<file path="src/rtl/hazard_ctrl.sv">
// hazard_ctrl -- pipeline sequencing controller for the 5-stage MIPS core.
//
// Resolves load-use hazards (one bubble), flushes IF/ID on taken branches and
// jumps, and holds the front end while a mult/div runs in the multi-cycle
// unit (start pulse, wait for done, forced release on timeout).
//
// Optional build macro: HAZARD_PERF_CNT_EN adds lu_stall_cnt / mc_stall_cnt.
//
// Ports:
//   clk, reset          clock, synchronous active-high reset
//   MemRead_ex          EX instruction is a load
//   RtAddr_ex           load destination in EX
//   RsAddr_id/RtAddr_id source registers of ID instruction
//   UseRs_id/UseRt_id   ID instruction actually reads rs/rt
//   BranchTaken_id      branch resolved taken in ID
//   Jump_id             jump in ID
//   McOp_id             ID instruction is mult/div
//   mc_done             multi-cycle unit finished (1-cycle pulse)
//   PCWrite             PC update enable
//   IFIDWrite           IF/ID load enable
//   IFIDFlush           IF/ID clear to NOP
//   IDEXBubble          ID/EX stall input (zeroes the ID/EX payload)
//   mc_start            registered 1-cycle start pulse to multi-cycle unit
//   mc_busy             high while waiting on the multi-cycle unit
//   mc_timeout          sticky timeout flag, cleared only by reset
//   lu_stall_cnt        (HAZARD_PERF_CNT_EN) load-use stall cycles
//   mc_stall_cnt        (HAZARD_PERF_CNT_EN) mult/div wait cycles w/o release
module hazard_ctrl #(
  parameter int MC_TIMEOUT = 64,
  parameter int CNT_W      = 6
) (
  input  logic        clk,
  input  logic        reset,
  input  logic        MemRead_ex,
  input  logic [4:0]  RtAddr_ex,
  input  logic [4:0]  RsAddr_id,
  input  logic [4:0]  RtAddr_id,
  input  logic        UseRs_id,
  input  logic        UseRt_id,
  input  logic        BranchTaken_id,
  input  logic        Jump_id,
  input  logic        McOp_id,
  input  logic        mc_done,
  output logic        PCWrite,
  output logic        IFIDWrite,
  output logic        IFIDFlush,
  output logic        IDEXBubble,
  output logic        mc_start,
  output logic        mc_busy,
`ifdef HAZARD_PERF_CNT_EN
  output logic [31:0] lu_stall_cnt,
  output logic [31:0] mc_stall_cnt,
`endif
  output logic        mc_timeout
);

  typedef enum logic {RUN, MC_WAIT} state_t;

  localparam logic [CNT_W-1:0] CNT_LAST = CNT_W'(MC_TIMEOUT - 1);

  state_t           state, state_nxt;
  logic [CNT_W-1:0] wait_cnt;
  logic             lu_hazard;
  logic             start_nxt;
  logic             to_set;
  logic             release_mc;

  // $0 is never a real dependency, so a load to $0 never stalls.
  assign lu_hazard = MemRead_ex && (RtAddr_ex != 5'd0) &&
                     ((UseRs_id && (RtAddr_ex == RsAddr_id)) ||
                      (UseRt_id && (RtAddr_ex == RtAddr_id)));

  // Done wins over timeout when both land in the same cycle.
  assign release_mc = (state == MC_WAIT) && (mc_done || (wait_cnt == CNT_LAST));

  always_comb begin
    state_nxt  = state;
    PCWrite    = 1'b1;
    IFIDWrite  = 1'b1;
    IFIDFlush  = 1'b0;
    IDEXBubble = 1'b0;
    mc_busy    = 1'b0;
    start_nxt  = 1'b0;
    to_set     = 1'b0;
    case (state)
      RUN: begin
        if (lu_hazard) begin
          // Branch/McOp behind the hazard simply re-presents next cycle.
          PCWrite    = 1'b0;
          IFIDWrite  = 1'b0;
          IDEXBubble = 1'b1;
        end else if (BranchTaken_id || Jump_id) begin
          IFIDFlush  = 1'b1;
        end else if (McOp_id) begin
          PCWrite    = 1'b0;
          IFIDWrite  = 1'b0;
          IDEXBubble = 1'b1;
          start_nxt  = 1'b1;
          state_nxt  = MC_WAIT;
        end
      end
      MC_WAIT: begin
        mc_busy = 1'b1;
        if (release_mc) begin
          // Release: the mult/div enters EX this cycle.
          to_set    = !mc_done;
          state_nxt = RUN;
        end else begin
          PCWrite    = 1'b0;
          IFIDWrite  = 1'b0;
          IDEXBubble = 1'b1;
        end
      end
      default: state_nxt = RUN;
    endcase
    // Hold the front end and drain the pipe to NOPs while in reset.
    if (reset) begin
      PCWrite    = 1'b0;
      IFIDWrite  = 1'b0;
      IFIDFlush  = 1'b1;
      IDEXBubble = 1'b1;
      mc_busy    = 1'b0;
    end
  end

  always_ff @(posedge clk) begin
    if (reset) begin
      state      <= RUN;
      wait_cnt   <= '0;
      mc_timeout <= 1'b0;
      mc_start   <= 1'b0;
    end else begin
      state      <= state_nxt;
      wait_cnt   <= (state == MC_WAIT && !release_mc) ? wait_cnt + 1'b1 : '0;
      mc_timeout <= mc_timeout | to_set;
      mc_start   <= start_nxt;
    end
  end

`ifdef HAZARD_PERF_CNT_EN
  always_ff @(posedge clk) begin
    if (reset) begin
      lu_stall_cnt <= '0;
      mc_stall_cnt <= '0;
    end else begin
      if (state == RUN && lu_hazard)
        lu_stall_cnt <= lu_stall_cnt + 32'd1;
      if (state == MC_WAIT && !release_mc)
        mc_stall_cnt <= mc_stall_cnt + 32'd1;
    end
  end
`endif

endmodule

</file>
<file path="config.mk">
export PLATFORM = sky130hd
export DESIGN_NAME = hazard_ctrl
export DESIGN_NICKNAME = d
export VERILOG_FILES = /design/src/rtl/hazard_ctrl.sv
export SDC_FILE = /design/constraint.sdc
export NUM_CORES = 1
export LEC_CHECK = 0
export BUFFER_PORTS_ARGS = -buffer_cell sky130_fd_sc_hd__buf_2
export CAP_MARGIN = 40
export CORE_AREA = 2 2 39 41
export CTS_CLUSTER_DIAMETER = 40
export DETAILED_ROUTE_END_ITERATION = 8
export DIE_AREA = 0 0 41 43
export GPL_ROUTABILITY_DRIVEN = 0
export GPL_TIMING_DRIVEN = 0
export MAX_ROUTING_LAYER = met4
export PLACE_DENSITY = 0.77
export SKIP_LAST_GASP = 1
export SLEW_MARGIN = 10
export SYNTH_ARGS = -nofsm -noshare
export SYNTH_HDL_FRONTEND = slang
export SYNTH_SLANG_ARGS = --single-unit
export TNS_END_PERCENT = 5
</file>
<file path="constraint.sdc">
create_clock -name clk -period 4.2 [get_ports clk]
set_clock_uncertainty 0.1 [all_clocks]
set_input_delay 0.84 -clock clk [delete_from_list [all_inputs] [get_ports clk]]
set_output_delay 0.84 -clock clk [all_outputs]
set_load 0.03 [all_outputs]
</file>
Yosys cells after proc, flatten, opt, wreduce, memory -nomap -nowiden
Index checks and enable logic that the tools add are counted.

Flip-flop bits (word level): 9. Output and inout port bits: 7. Bits of input ports: 24.

Bitwise logic cells: 3. Reductions and logical operators: 14. $add $sub $neg: 1. Equality and inequality tests: 3. Mux-type cells: 22.

Operator list (number): $mux 1 (19); $eq 5x5->1 (2); $add 6x1->6 const B (1); $eq 6x6->1 const B (1); $logic_and 1x1->1 (6); $pmux 1 s2 (3); $reduce_bool 5->1 (1); $reduce_or 2->1 (2); $logic_or 1x1->1 (3); $logic_not 1->1 (2); $not 1->1 (2); $or 1x1->1 (1).

Logic depth before layout (Yosys ltp)
Depth in word-level cells: 7. Mapped depth: 6. Mapped depth without buffers: 5.

Worst setup path after synthesis
OpenSTA, ideal clock, no wires.

Kind: input to output. Start: input RtAddr_ex[1]. End: output PCWrite. Stages: 5. Data arrival time: 2152 ps. Setup slack: 1108 ps. Required time: 3260 ps. Cells stage by stage: or4_4 > o21ai_4 > nand3_2 > o221ai_1 > buf_4.

Longest elaborated chain between the ends: 7. Elaborated cells on any way between the ends: 11. Those cells by class: 2 x eq/ne; 3 x mux; 6 x reduce/logical.

Ends and longest elaborated chain: start, declared (RTL line 35) `input logic [4:0] RtAddr_ex,`; $eq 5x5->1 (on tied branches) (RTL line 70, 71); $logic_and 1x1->1 (on tied branches) (RTL line 70, 71); $logic_or 1x1->1 (RTL line 70) `((UseRs_id && (RtAddr_ex == RsAddr_id)) ||`; $logic_and 1x1->1 * (RTL line 69) `assign lu_hazard = MemRead_ex && (RtAddr_ex != 5'd0) &&`; $mux 1 *; $pmux 1 s2 *; $mux 1 *; end, declared (RTL line 44) `output logic PCWrite,`.

Mark *: on every way between the ends. The rest lies on a longest branch, timed or not.

Final worst setup path
Start: input RtAddr_ex[1]. End: output PCWrite.

Longest elaborated chain between the ends: 7. Elaborated cells on any way between the ends: 11. Those cells by class: 2 x eq/ne; 3 x mux; 6 x reduce/logical.

Ends and longest elaborated chain: $eq 5x5->1 (on tied branches) (RTL line 70, 71); $logic_and 1x1->1 (on tied branches) (RTL line 70, 71); $logic_or 1x1->1 (RTL line 70); $logic_and 1x1->1 * (RTL line 69); $mux 1 * (RTL line 87) `if (lu_hazard) begin`; $pmux 1 s2 * (RTL line 85) `case (state)`; $mux 1 * (RTL line 117) `if (reset) begin`.

Marked as above.

==> flow_summary.json <==
{
  "fillers": 123,
  "outcome": "finished, final reports clean",
  "placed_area_um2": 733,
  "post-route-util_pct": 55.0,
  "grt_pass1_wl_um": 1740,
  "cts_hold_buf": 0,
  "numPortBuffers": 30,
  "crit_buf_inv": 3,
  "antenna_found_initial": 0,
  "wirelength_um": 1110,
  "io_pins": 31,
  "synth_top_area_cell": "dfxtp_1",
  "postCtsSetupRepairBufs": 0,
  "crit_chain": "buf_2, or4_4, o21ai_4, nand3_2, o221ai_1, buf_4, buf_2",
  "die_x_um": 41,
  "avgViaCountPerCell": 4.94,
  "period_share_pct": 74.3,
  "n_antenna_cell": 0,
  "ys_seq_elements": 9,
  "cap_viol_max_count": 0,
  "htreeDepth": 1,
  "hpwl_um": 943,
  "drc_errors": 0,
  "worstHoldPathType": "flop to flop",
  "seq_area_frac_synth_pct": 32.0,
  "arrival_ns": 2.18,
  "synth.top_cell.area_share_pct": 32.0,
  "grt-ovfl-total": 0,
  "synth_flop_cell": "dfxtp_1",
  "grt_usage_pct": 14.2,
  "grt_max_degree": 7,
  "syn_area_um2": 563,
  "final_nets": 127,
  "power_frac_seq_pct": 42.2,
  "fp.coreArea_um2": 1380,
  "ctsResizeCount": 0,
  "dp.cells": 113,
  "slew_violations": 0,
  "dieArea_um2": 1760,
  "syn_nets": 92,
  "p_per_area_nw_per_um2": 272,
  "setup_viol": 0,
  "max_stage_delay_ns": 0.54,
  "startpoint_type": "input port",
  "crit_slowest_cell": "or4_4",
  "stdcell_count": 117,
  "max-vdd-ir-drop_mv": 0.161,
  "cts_tree": "built",
  "rsz0062_at_grt": "no",
  "drt_iter0_markers": 8,
  "synth_cell_type_count": 27,
  "p_switching_uw": 60.7,
  "clkPwrFrac_pct": 32.3,
  "grt_pass1_vias": 486,
  "synthCells": 67,
  "cp_top_family": "simple AND/OR/NAND/NOR gates",
  "postSynthAreaPerCell_um2": 8.40,
  "yosysMostFrequentCell": "xnor2_1",
  "worst_setup_path_end_kind": "output pin",
  "antenna_left": 0,
  "rows": 14,
  "crit_fanout": 4,
  "worstSetupPathType": "input port to output pin",
  "max-slew-margin-rel_pct": 68.8,
  "cts.path.max_buffers": 2,
  "fin_crit_ns": 3.12,
  "cts_root_buf": "clkbuf_4",
  "cts_num_sinks": 9,
  "combPwrFrac_pct": 25.6,
  "fin_area_um2": 761,
  "synth-async-reset-ratio_pct": 0,
  "clkTransAtPathRegs_ns": 0.07,
  "die_y_um": 43,
  "clk_latency_ns": 0.26,
  "crit_required_ns": 3.26,
  "start_util_pct": 40.7,
  "fin_total_pwr_uw": 207,
  "numCtsBuffers": 3,
  "setup-tns-final_ns": 0,
  "drive_gt1_share_pct": 37.6,
  "synth.top_cells.by_count": "xnor2_1 (11), dfxtp_1 (9), nor2_1 (9), inv_1 (4), nand2_1 (4)",
  "swShare_pct": 29.4,
  "path_common_cell": "buf_2",
  "hold_viol": 0,
  "p_leak_nw": 0.339,
  "ys_warn_count": 0,
  "fmax_ghz": 0.321,
  "worst_slew_pin_slew_ns": 0.467,
  "synth_edf_count": 0,
  "synthToLayoutAreaGrowth_pct": 35.1,
  "synth.area.top_cells": "dfxtp_1 (32%), xnor2_1 (17%), nor2_1 (6.0%), nand4_1 (3.3%), xor2_1 (3.1%)",
  "via_count": 578,
  "routedWlPerCell_um": 9.50,
  "first_pass_iters": 5,
  "internal-power_uw": 146
}
==> flip-flops by register name (all words and copies together) (netlist names) <==
name and flops:
wait_cnt 6, mc_timeout 1, mc_start 1, state 1
==> per-stage QoR <==
step | hold slack, ns | setup slack (ns)
finish | 0.353 | 1.08
global route | 0.368 | 1.00
CTS | 0.356 | 1.07
detailed placement | 0.342 | 1.08
global placement | 0.331 | 1.08
floorplan | 0.318 | 1.11
==> layout by cell type, fill, tap and decap left out, drive strengths merged <==
cell	count
a21boi	1
a21oi	3
a31oi	1
and3	1
buf	31
clkbuf	3
clkinv	1
dfxtp	9
ha	1
inv	4
nand2	4
nand2b	2
nand3	3
nand4	3
nor2	9
nor3	1
o211ai	1
o21ai	3
o221a	1
o221ai	1
o22ai	1
o31ai	1
or3	1
or3b	1
or4	1
xnor2	11
xor2	2
==> cells by family after synthesis <==
kind of cell             share of synthesized area [%]
AO/OA/AOI/OAI                                     17.1
XOR/XNOR                                          20.2
adder cells (fa/ha/maj)                           2.22
buffers and inverters                             4.00
flip-flops                                        32.0
AND/OR/NAND/NOR                                   24.4
==> worst register-to-register path, delay by kind of cell (launching register included) <==
kind	cells	cell delay [ns]
AOI/OAI and AO/OA	3	0.73
DFF	1	0.35
and+or+nand+nor	1	0.11
adders and majority gates	1	0.21
==> power groups by stage <==
stage	Sequential (mW)	Combinational [mW]	Clock (mW)
finish	0.0872	0.0528	0.0667
floorplan	0.0896	0.0317	0
global route	0.0873	0.0576	0.0733
detailed placement	0.0891	0.0533	0
CTS	0.0872	0.0535	0.0701
global placement	0.0891	0.0524	0
==> per-layer routing <==
| layer | global-route usage, % | share of wire (%) | vias up |
|---|---|---|---|
| met4 | 2.00 | 0 | 0 |
| li1 | - | - | 302 |
| met1 | 16.7 | 42 | 248 |
| met2 | 23.1 | 48 | 28 |
| met5 | - | 0 | - |
| met3 | 4.71 | 9.6 | 0 |
==> final timing paths <==
check | start | endpoint | slack (ns) | cells past startpoint
worst min register to register | wait_cnt[0]$_SDFF_PP0_ | wait_cnt[0]$_SDFF_PP0_ | 0.35 | 1
worst min-delay path | wait_cnt[0]$_SDFF_PP0_ | wait_cnt[0]$_SDFF_PP0_ | 0.35 | 1
worst max register to register | wait_cnt[0]$_SDFF_PP0_ | state$_SDFF_PP0_ | 2.57 | 5
worst max-delay path | RtAddr_ex[1] | PCWrite | 1.08 | 7
==> layout make-up <==
class	instances	area [µm²]	share of cell area [%]
flip-flops and latches	9	180	23.7
clock inverters	1	5.00	0.658
repair buffers	30	150	19.7
well taps	16	20.0	2.63
clock buffers	3	22.5	2.96
multi-input cells	53	360	47.4
plain buffers	1	7.51	0.987
inverters	4	15.0	1.97
(Power assumes the default switching activity.)
